## config.mk

```make
export PLATFORM = sky130hd
export DESIGN_NAME = midi_uart_tx
export DESIGN_NICKNAME = d
export VERILOG_FILES = /design/src/rtl/midi_uart_tx_pkg.sv /design/src/rtl/midi_uart_tx_byte_fifo.sv /design/src/rtl/midi_uart_tx.sv
export SDC_FILE = /design/constraint.sdc
export NUM_CORES = 1
export LEC_CHECK = 0
export CAP_MARGIN = 20
export CORE_MARGIN = 2
export CORE_UTILIZATION = 35
export CTS_CLUSTER_SIZE = 30
export DETAILED_ROUTE_END_ITERATION = 8
export PLACE_DENSITY = 0.51
export SLEW_MARGIN = 10
export SYNTH_ARGS = -nofsm -noshare
export SYNTH_HDL_FRONTEND = slang
export SYNTH_HIERARCHICAL = 1
export SYNTH_SLANG_ARGS = --single-unit
export TNS_END_PERCENT = 100
```

## constraint.sdc

```tcl
create_clock -name clock -period 2.9 [get_ports clock]
set_input_delay 0.435 -clock clock [delete_from_list [all_inputs] [get_ports clock]]
set_output_delay 0.435 -clock clock [all_outputs]
set_load 0.02 [all_outputs]
```

## src/rtl/midi_uart_tx_pkg.sv

```systemverilog
// Shared types and constants for the MIDI OUT/THRU serializer.
package midi_uart_tx_pkg;

  localparam int unsigned SYSTEM_CLOCK = 50_000_000;
  localparam int unsigned MIDI_BAUD    = 31_250;
  localparam int unsigned BYTE_WIDTH   = 8;
  localparam int unsigned BAUD_CNT_W   = 11;
  localparam int unsigned BIT_CNT_W    = 3;

  typedef logic [BYTE_WIDTH-1:0] byte_t;

  typedef enum logic [1:0] {
    IDLE,
    START,
    DATA,
    STOP
  } midi_tx_state_t;

  // Channel voice/mode status bytes 0x80-0xEF.
  function automatic logic is_channel_status(byte_t b);
    return b[7] && (b[7:4] != 4'hF);
  endfunction

  // System common / sysex bytes 0xF0-0xF7.
  function automatic logic is_system_common(byte_t b);
    return b[7:3] == 5'b11110;
  endfunction

endpackage

```

## src/rtl/midi_uart_tx_byte_fifo.sv

```systemverilog
// Small power-of-two byte FIFO with registered ready (not full) and empty flags.
module midi_uart_tx_byte_fifo
  import midi_uart_tx_pkg::*;
#(
  parameter int unsigned DEPTH = 4
) (
  input  logic  clock,
  input  logic  reset,
  input  logic  push,
  input  byte_t wdata,
  input  logic  pop,
  output byte_t head_c,
  output logic  ready,
  output logic  empty,
  output logic  empty_next_c
);

  localparam int unsigned AW = (DEPTH > 1) ? $clog2(DEPTH) : 1;
  localparam int unsigned CW = AW + 1;

  if (DEPTH < 2 || (DEPTH & (DEPTH - 1)) != 0) begin : g_bad_depth
    $fatal(1, "byte fifo DEPTH must be a power of two >= 2");
  end

  byte_t         mem [DEPTH];
  logic [AW-1:0] wr_ptr;
  logic [AW-1:0] rd_ptr;
  logic [CW-1:0] count;
  logic [CW-1:0] count_next;
  logic          do_push;
  logic          do_pop;

  // Occupancy update; simultaneous push and pop leave it unchanged.
  always_comb begin
    do_push    = push && ready;
    do_pop     = pop && !empty;
    count_next = count;
    case ({do_push, do_pop})
      2'b10:   count_next = count + CW'(1);
      2'b01:   count_next = count - CW'(1);
      default: count_next = count;
    endcase
    empty_next_c = (count_next == '0);
  end

  always_ff @(posedge clock) begin
    if (reset) begin
      wr_ptr <= '0;
      rd_ptr <= '0;
      count  <= '0;
      ready  <= 1'b1;
      empty  <= 1'b1;
    end else begin
      if (do_push) wr_ptr <= wr_ptr + AW'(1);
      if (do_pop)  rd_ptr <= rd_ptr + AW'(1);
      count <= count_next;
      ready <= (count_next != CW'(DEPTH));
      empty <= empty_next_c;
    end
  end

  always_ff @(posedge clock) begin
    if (do_push) mem[wr_ptr] <= wdata;
  end

  assign head_c = mem[rd_ptr];

endmodule

```

## src/rtl/midi_uart_tx.sv

```systemverilog
// MIDI OUT/THRU 8N1 serializer fed from a byte FIFO.
// Define MIDI_RUNNING_STATUS_EN to drop repeated channel status bytes on dequeue.
module midi_uart_tx
  import midi_uart_tx_pkg::*;
#(
  parameter int unsigned CLOCK_HZ   = SYSTEM_CLOCK,
  parameter int unsigned BAUD       = MIDI_BAUD,
  parameter int unsigned FIFO_DEPTH = 4
) (
  input  logic  clock,
  input  logic  reset,
  input  byte_t data,
  input  logic  data_valid,
  output logic  data_ready,
  output logic  tx,
  output logic  busy
);

  localparam int unsigned CLKS_PER_BIT = CLOCK_HZ / BAUD;

  if (CLOCK_HZ % BAUD != 0) begin : g_bad_ratio
    $fatal(1, "CLOCK_HZ / BAUD must be an integer");
  end
  if (CLKS_PER_BIT < 2 || CLKS_PER_BIT > (1 << BAUD_CNT_W)) begin : g_bad_range
    $fatal(1, "CLKS_PER_BIT out of baud counter range");
  end

  midi_tx_state_t        state;
  midi_tx_state_t        state_next;
  byte_t                 shift;
  byte_t                 shift_next;
  logic [BAUD_CNT_W-1:0] baud_cnt;
  logic [BAUD_CNT_W-1:0] baud_next;
  logic [BIT_CNT_W-1:0]  bit_cnt;
  logic [BIT_CNT_W-1:0]  bit_next;
  logic                  tx_next;
  logic                  busy_next;
  logic                  bit_end;
  logic                  load;
  logic                  pop;
  logic                  send;

  byte_t fifo_head;
  logic  fifo_ready;
  logic  fifo_empty;
  logic  fifo_empty_next;

  midi_uart_tx_byte_fifo #(
    .DEPTH (FIFO_DEPTH)
  ) u_fifo (
    .clock        (clock),
    .reset        (reset),
    .push         (data_valid),
    .wdata        (data),
    .pop          (pop),
    .head_c       (fifo_head),
    .ready        (fifo_ready),
    .empty        (fifo_empty),
    .empty_next_c (fifo_empty_next)
  );

  assign data_ready = fifo_ready;

`ifdef MIDI_RUNNING_STATUS_EN
  byte_t last_status;
  byte_t last_status_next;
  logic  last_valid;
  logic  last_valid_next;

  // Running-status filter: a repeat of the live channel status is not sent.
  always_comb begin
    send             = !(is_channel_status(fifo_head) && last_valid &&
                         (fifo_head == last_status));
    last_status_next = last_status;
    last_valid_next  = last_valid;
    if (load && send) begin
      if (is_channel_status(fifo_head)) begin
        last_status_next = fifo_head;
        last_valid_next  = 1'b1;
      end else if (is_system_common(fifo_head)) begin
        last_valid_next  = 1'b0;
      end
    end
  end

  always_ff @(posedge clock) begin
    if (reset) begin
      last_status <= '0;
      last_valid  <= 1'b0;
    end else begin
      last_status <= last_status_next;
      last_valid  <= last_valid_next;
    end
  end
`else
  assign send = 1'b1;
`endif

  // State and datapath registers.
  always_ff @(posedge clock) begin
    if (reset) begin
      state    <= IDLE;
      shift    <= '0;
      baud_cnt <= '0;
      bit_cnt  <= '0;
      tx       <= 1'b1;
      busy     <= 1'b0;
    end else begin
      state    <= state_next;
      shift    <= shift_next;
      baud_cnt <= baud_next;
      bit_cnt  <= bit_next;
      tx       <= tx_next;
      busy     <= busy_next;
    end
  end

  // Next-state, counters and FIFO dequeue.
  always_comb begin
    state_next = state;
    shift_next = shift;
    baud_next  = baud_cnt;
    bit_next   = bit_cnt;
    load       = 1'b0;
    pop        = 1'b0;
    bit_end    = (baud_cnt == BAUD_CNT_W'(CLKS_PER_BIT - 1));

    case (state)
      IDLE: load = !fifo_empty;
      START: begin
        if (bit_end) begin
          baud_next  = '0;
          state_next = DATA;
        end else begin
          baud_next  = baud_cnt + BAUD_CNT_W'(1);
        end
      end
      DATA: begin
        if (bit_end) begin
          baud_next  = '0;
          shift_next = shift >> 1;
          if (bit_cnt == BIT_CNT_W'(7)) begin
            bit_next   = '0;
            state_next = STOP;
          end else begin
            bit_next   = bit_cnt + BIT_CNT_W'(1);
          end
        end else begin
          baud_next = baud_cnt + BAUD_CNT_W'(1);
        end
      end
      STOP: begin
        if (bit_end) begin
          baud_next  = '0;
          state_next = IDLE;
          load       = !fifo_empty;
        end else begin
          baud_next  = baud_cnt + BAUD_CNT_W'(1);
        end
      end
      default: state_next = IDLE;
    endcase

    // A popped byte either starts a frame or is discarded back to IDLE.
    if (load) begin
      pop = 1'b1;
      if (send) begin
        state_next = START;
        shift_next = fifo_head;
        baud_next  = '0;
        bit_next   = '0;
      end else begin
        state_next = IDLE;
      end
    end
  end

  // Output decode from next state so tx and busy come straight from flops.
  always_comb begin
    tx_next = 1'b1;
    case (state_next)
      START:   tx_next = 1'b0;
      DATA:    tx_next = shift_next[0];
      default: tx_next = 1'b1;
    endcase
    busy_next = (state_next != IDLE) || !fifo_empty_next;
  end

endmodule

```

Word level (Yosys, flattened, before mapping). Memory sizes are Yosys's and may differ from the RTL's. A register that Yosys moved wholly into a read port is not among the register bits. Cells that the tools add are included.

Flip-flop bits (word level): 35. Bits in writable memories: 32. Input bits: 11. Memories kept: 1.

Memories: u_fifo.mem (words 4, width 8, rd ports 1, clocked after memory_dff 1, wr ports 1, line midi_uart_tx_byte_fifo.sv:25) `byte_t mem [DEPTH];`.

Add/sub/neg operators: 6. Eq/ne operators: 10. Multiplexer cells: 20. Reductions and logical operators: 14.

Operators by type and width (count): $mux 8 (3); $mux 2 (7); $add 11x1->11 const B (1); $eq 11x11->1 const B (1); $mux 11 (1); $eq 2x2->1 const B (4); $add 3x1->3 const B (2); $eq 2x1->1 const B (3); $pmux 2 s3 (1); $pmux 3 s2 (1); $reduce_bool 2->1 (3); $add 2x1->2 const B (2); $mux 1 (4); $pmux 1 s2 (2); $reduce_and 2->1 (2); $eq 3x3->1 const B (1); $logic_not 3->1 (1); $mux 3 (1); $ne 3x3->1 const B (1); $reduce_or 3->1 (1); $sub 3x1->3 const B (1); $logic_and 1x1->1 (2); $logic_not 1->1 (2); $logic_not 2->1 (1); 2 further kinds (2).

Depth between registers and ports, before layout.
Depth in word-level cells: 10. Gate-level depth with buffers: 14. Mapped depth without buffers: 12.

By module. The synthesis kept the hierarchy.

Modules (own cells, without submodules): midi_uart_tx_byte_fifo (times used 1, cells an instance 97, area an instance 1692.9 um^2, sequential area each 1181.1 um^2); midi_uart_tx (times used 1, cells an instance 140, area an instance 1292.5 um^2, sequential area each 520.5 um^2).

Least setup slack after synthesis. No wires, ideal clock.

Path kind: reg-to-reg. Start: register baud_cnt[0]. End: register u_fifo.ready. Setup time: 120 ps. Data arrival time: 2747 ps. Data required time: 2780 ps. Slack: 34 ps. Stages on the path, launching flop included: 14. Path buffers: 2. Period minus slack after synthesis: 2866 ps. Cell sequence: dfxtp_1 > ha_1 > and4b_1 > buf_4 > a41oi_1 > nand2b_1 > buf_4 > inv_2 > nor2b_1 > ha_1 > fa_1 > xnor2_1 > or3_4 > a211o_1.

Word-level cells in the longest chain between the ends: 8.

Ends and longest elaborated chain: from (decl) (line midi_uart_tx.sv:32) `logic [BAUD_CNT_W-1:0] baud_cnt;`; from (signal assigned) (line midi_uart_tx.sv:111) `baud_cnt <= baud_next;`; $eq 11x11->1 * (line midi_uart_tx.sv:126) `bit_end = (baud_cnt == BAUD_CNT_W'(CLKS_PER_BIT - 1));`; $mux 1 * (line midi_uart_tx.sv:153) `if (bit_end) begin`; $pmux 1 s2 * (line midi_uart_tx.sv:128) `case (state)`; named net load (line midi_uart_tx.sv:39) `logic load;`; $mux 1 * (line midi_uart_tx.sv:165) `if (load) begin`; $logic_and 1x1->1 * (line midi_uart_tx_byte_fifo.sv:36) `do_pop = pop && !empty;`; $eq 2x1->1 / $eq 2x2->1 (equally long branches) (line midi_uart_tx_byte_fifo.sv:38) `case ({do_push, do_pop})`; $pmux 3 s2 * (line midi_uart_tx_byte_fifo.sv:38); $ne 3x3->1 * (line midi_uart_tx_byte_fifo.sv:57) `ready <= (count_next != CW'(DEPTH));`; to (signal assigned) (line midi_uart_tx_byte_fifo.sv:57); to (decl) (line midi_uart_tx_byte_fifo.sv:13) `output logic ready,`.

The timed path passes the listed nets; every way through them passes the cells marked *. A chain may end at the register's enable or synchronous reset.

Final worst setup path.
Start: register baud_cnt[0]. End: register busy.

Word-level cells in the longest chain between the ends: 10.

Ends and longest elaborated chain: $eq 11x11->1 * (line midi_uart_tx.sv:126); $mux 1 * (line midi_uart_tx.sv:153); $pmux 1 s2 * (line midi_uart_tx.sv:128); named net load (line midi_uart_tx.sv:39); $mux 1 * (line midi_uart_tx.sv:165); $logic_and 1x1->1 * (line midi_uart_tx_byte_fifo.sv:36); $eq 2x1->1 / $eq 2x2->1 (equally long branches) (line midi_uart_tx_byte_fifo.sv:38); $pmux 3 s2 * (line midi_uart_tx_byte_fifo.sv:38); $logic_not 3->1 * (line midi_uart_tx_byte_fifo.sv:43) `empty_next_c = (count_next == '0);`; named net fifo_empty_next (line midi_uart_tx.sv:46) `logic fifo_empty_next;`; $logic_not 1->1 * (line midi_uart_tx.sv:186) `busy_next = (state_next != IDLE) || !fifo_empty_next;`; $logic_or 1x1->1 * (line midi_uart_tx.sv:186); to (signal assigned) (line midi_uart_tx.sv:114) `busy <= busy_next;`; to (decl) (line midi_uart_tx.sv:16) `output logic busy`.

Marked as above.

==> results.toml <==
[timing]
worst_pin_slew_ps = 565.2
fin_ws_ps = 200.8
hold_violations = 0
setup_viol = 0
maxSlewViolCount = 0
period_share = 0.9307
fin_skew_ps = 11.80
tns_ps = 0
max_freq_ghz = 0.3705
rsz0062_at_grt = "no"
layout_min_cycle_time_ps = 2699
slew_headroom = 0.6227

[setup_path]
cp_slowest_cell = "or3_4"
cp-startpoint = "baud_cnt[0]$_SDFFE_PP0N_"
crit_arrival_ps = 2970
crit_family = "simple AND/OR/NAND/NOR gates"
crit_path_max_fanout = 3
path_cells = "ha_1 -> and4b_1 -> a41oi_1 -> nand2b_4 -> inv_2 -> nor2b_2 -> ha_2 -> fa_2 -> xnor2_1 -> or3_4 -> and3b_2 -> a31oi_1"
cp-start-kind = "flip-flop"
path_buf_inv = 1
reg2reg_from = "baud_cnt[0]$_SDFFE_PP0N_"
required_ps = 3170
slowest_delay_ps = 350
criticalPathCategory = "reg -> reg"
cp-end-kind = "flip-flop"

[synth]
syn_inst = 237
syn-num-nets = 261
avgSynthCellArea_um2 = 12.60
netlist_area_um2 = 2985
yosysSeqAreaShare = 0.5700
ys_ff_latch = 69
ys_warn_count = 6
synth_cell_type_count = 45

[clock_network]
clk_latency_ps = 340
cts_buffers = 9
clk_path_buf_depth = 2
post_cts.repair.setup_buffers = 0
cts_tree = "yes"
h-tree-depth = 3
cts_sinks = 69
holdBufCountCts = 0
path_clk_slew_ps = 90
clock_tree.root_cell = "clkbuf_8"

[layout]
nFillCells = 793
drive_gt1_frac = 0.1724
antennaDiodeCount = 0
syn_to_final_growth_pct = 15.17
nets = 280
multi_input_area_um2 = 1217
seq_area_um2 = 1702

[die]
pin_count = 14
rows = 33
dieArea_um2 = 9284
dieWidth_um = 96.36
core_area_um2 = 8258
die_y_um = 96.36
start_util = 0.3615

[power_and_ir_drop]
p_per_area_nw_per_um2 = 748.0
leakagePower_nw = 1.309
vdd_drop_max_uv = 287.9

[grt]
grt_pass1_vias = 1734
track_usage = 0.1238
grt_pass1_wl_mm = 8.514
grt_max_degree = 21
antenna_found_initial = 0
grt_overflow = 0

[min_path]
hold_path.class = "reg -> reg"
hp-start = "shift[7]$_SDFFE_PP0P_"

[drt]
wl_per_cell_um = 13.95
dr_total_vias = 1773
dr.pass1.iters = 4
drt_first_iter_violations = 69
routed_wl_mm = 5.104
via_per_inst = 4.844
postRouteAntennaNets = 0
route.detailed.drc = 0

[run_status]
outcome = "finished clean"

[placement]
routabilityCongestion = 0.7603
portBuffers = 13
dp_hpwl_mm = 3.447
place_ws_ps = 150.9

[flow_run]
maxCapViolations = 0
==> worst paths after layout <==
path,endpoint,slack (ps),cells after the start
setup / recovery,busy$_SDFF_PP0_,200,12
hold / removal,shift[7]$_SDFFE_PP0P_,470,2
setup reg to reg,busy$_SDFF_PP0_,200,12
hold reg to reg,shift[7]$_SDFFE_PP0P_,470,2
==> layout by cell type (no fill, tap or decap), types with 8 or more instances in the layout <==
master,instances
edfxtp_1,32
clkbuf_8,9
mux4_2,8
xor2_1,10
and3_1,8
dfxtp_1,37
a21oi_1,8
clkdlybuf4s50_1,13
nor2_1,32
mux2i_1,9
ha_1,11
==> state kept, by name (all words and copies together), names as in the netlist, named ones only <==
signal and cells:
baud_cnt 11, bit_cnt 3, busy 1, shift 8, state 2, tx 1, u_fifo/count 3, u_fifo/empty 1
u_fifo/mem 32, u_fifo/rd_ptr 2, u_fifo/ready 1, u_fifo/wr_ptr 2
==> worst register-to-register path: stages, from the launching register on <==
cell and delay, ps:
dfxtp_1 330, ha_1 200, and4b_1 190, a41oi_1 190, nand2b_4 160, inv_2 30, nor2b_2 160, ha_2 190
fa_2 330, xnor2_1 170, or3_4 350, and3b_2 220, a31oi_1 110
==> where the power goes <==
group / internal [W] / switching, W
Clock: 0.000328 / 0.000419
Combinational: 0.000292 / 0.000300
Sequential: 0.00115 / 0.0000876
Total: 0.00177 / 0.000807
==> Yosys cell counts, drive strengths merged <==
library cell | number | share of area
a211o | 2 | 0.0059
a31oi | 1 | 0.0021
dfxtp | 37 | 0.25
nor2 | 33 | 0.041
nand3b | 2 | 0.0050
a41oi | 1 | 0.0029
a221o | 1 | 0.0034
and3b | 2 | 0.0063
and2 | 1 | 0.0021
nor3 | 4 | 0.0067
nand2b | 2 | 0.0042
buf | 8 | 0.018
a21o | 1 | 0.0025
nand2 | 7 | 0.0088
o311ai | 1 | 0.0054
xnor2 | 5 | 0.015
mux2i | 9 | 0.030
mux2 | 1 | 0.0050
or3 | 2 | 0.0059
a211oi | 6 | 0.015
mux4 | 8 | 0.060
edfxtp | 32 | 0.32
and4b | 1 | 0.0034
and3 | 8 | 0.017
nand4 | 4 | 0.013
fa | 1 | 0.0067
o211ai | 1 | 0.0025
ha | 12 | 0.050
clkbuf | 4 | 0.0050
nor3b | 2 | 0.0088
nor4 | 1 | 0.0021
a21oi | 8 | 0.013
xor2 | 10 | 0.029
inv | 5 | 0.0063
nor2b | 5 | 0.010
o21ai | 3 | 0.0050
nand3 | 6 | 0.010
==> kinds of logic after synthesis <==
| family | count (synthesis) | share of synthesized area |
|---|---|---|
| AND/OR/NAND/NOR | 80 | 0.1454 |
| flip-flops | 69 | 0.5700 |
| AO/OA/AOI/OAI | 25 | 0.05826 |
| multiplexers | 18 | 0.09556 |
| buffers and inverters | 17 | 0.02976 |
| XOR/XNOR | 15 | 0.04400 |
| adder cells (fa/ha/maj) | 13 | 0.05700 |
==> metrics by stage <==
step	area, um2	hold slack, ps	instances	total power, W	util
final	3438	472.4	366	0.002572	0.4164
after global routing	3438	504.6	366	0.002727	0.4164
after CTS	3416	476.3	366	0.002572	0.4136
after detailed placement	3229	463.9	350	0.001818	0.3911
after global placement	3229	460.5	350	0.001819	0.3911
after floorplan	2985	447.2	237	0.001674	-
==> layer usage <==
layer | track usage | routed length (um)
met5 | 0 | 0
met4 | 0.05634 | 82
met3 | 0.03132 | 131
met2 | 0.1904 | 2326
met1 | 0.1645 | 2562
==> cell type report <==
cell class,instances,area share
clock buffer,9,0.03603
multi-input combinational,151,0.3541
inverter,5,0.005459
clock inverter,7,0.01820
tap,105,0.03821
timing repair buffer,20,0.05313
sequential,69,0.4949
==> timing repair <==
| item | in CTS | in global routing |
|---|---|---|
| gates resized for setup | 0 | 7 |
| setup endpoints to repair | 0 | 2 |
| endpoints found under the hold margin | 0 | 0 |
(Power assumes the default switching activity.)
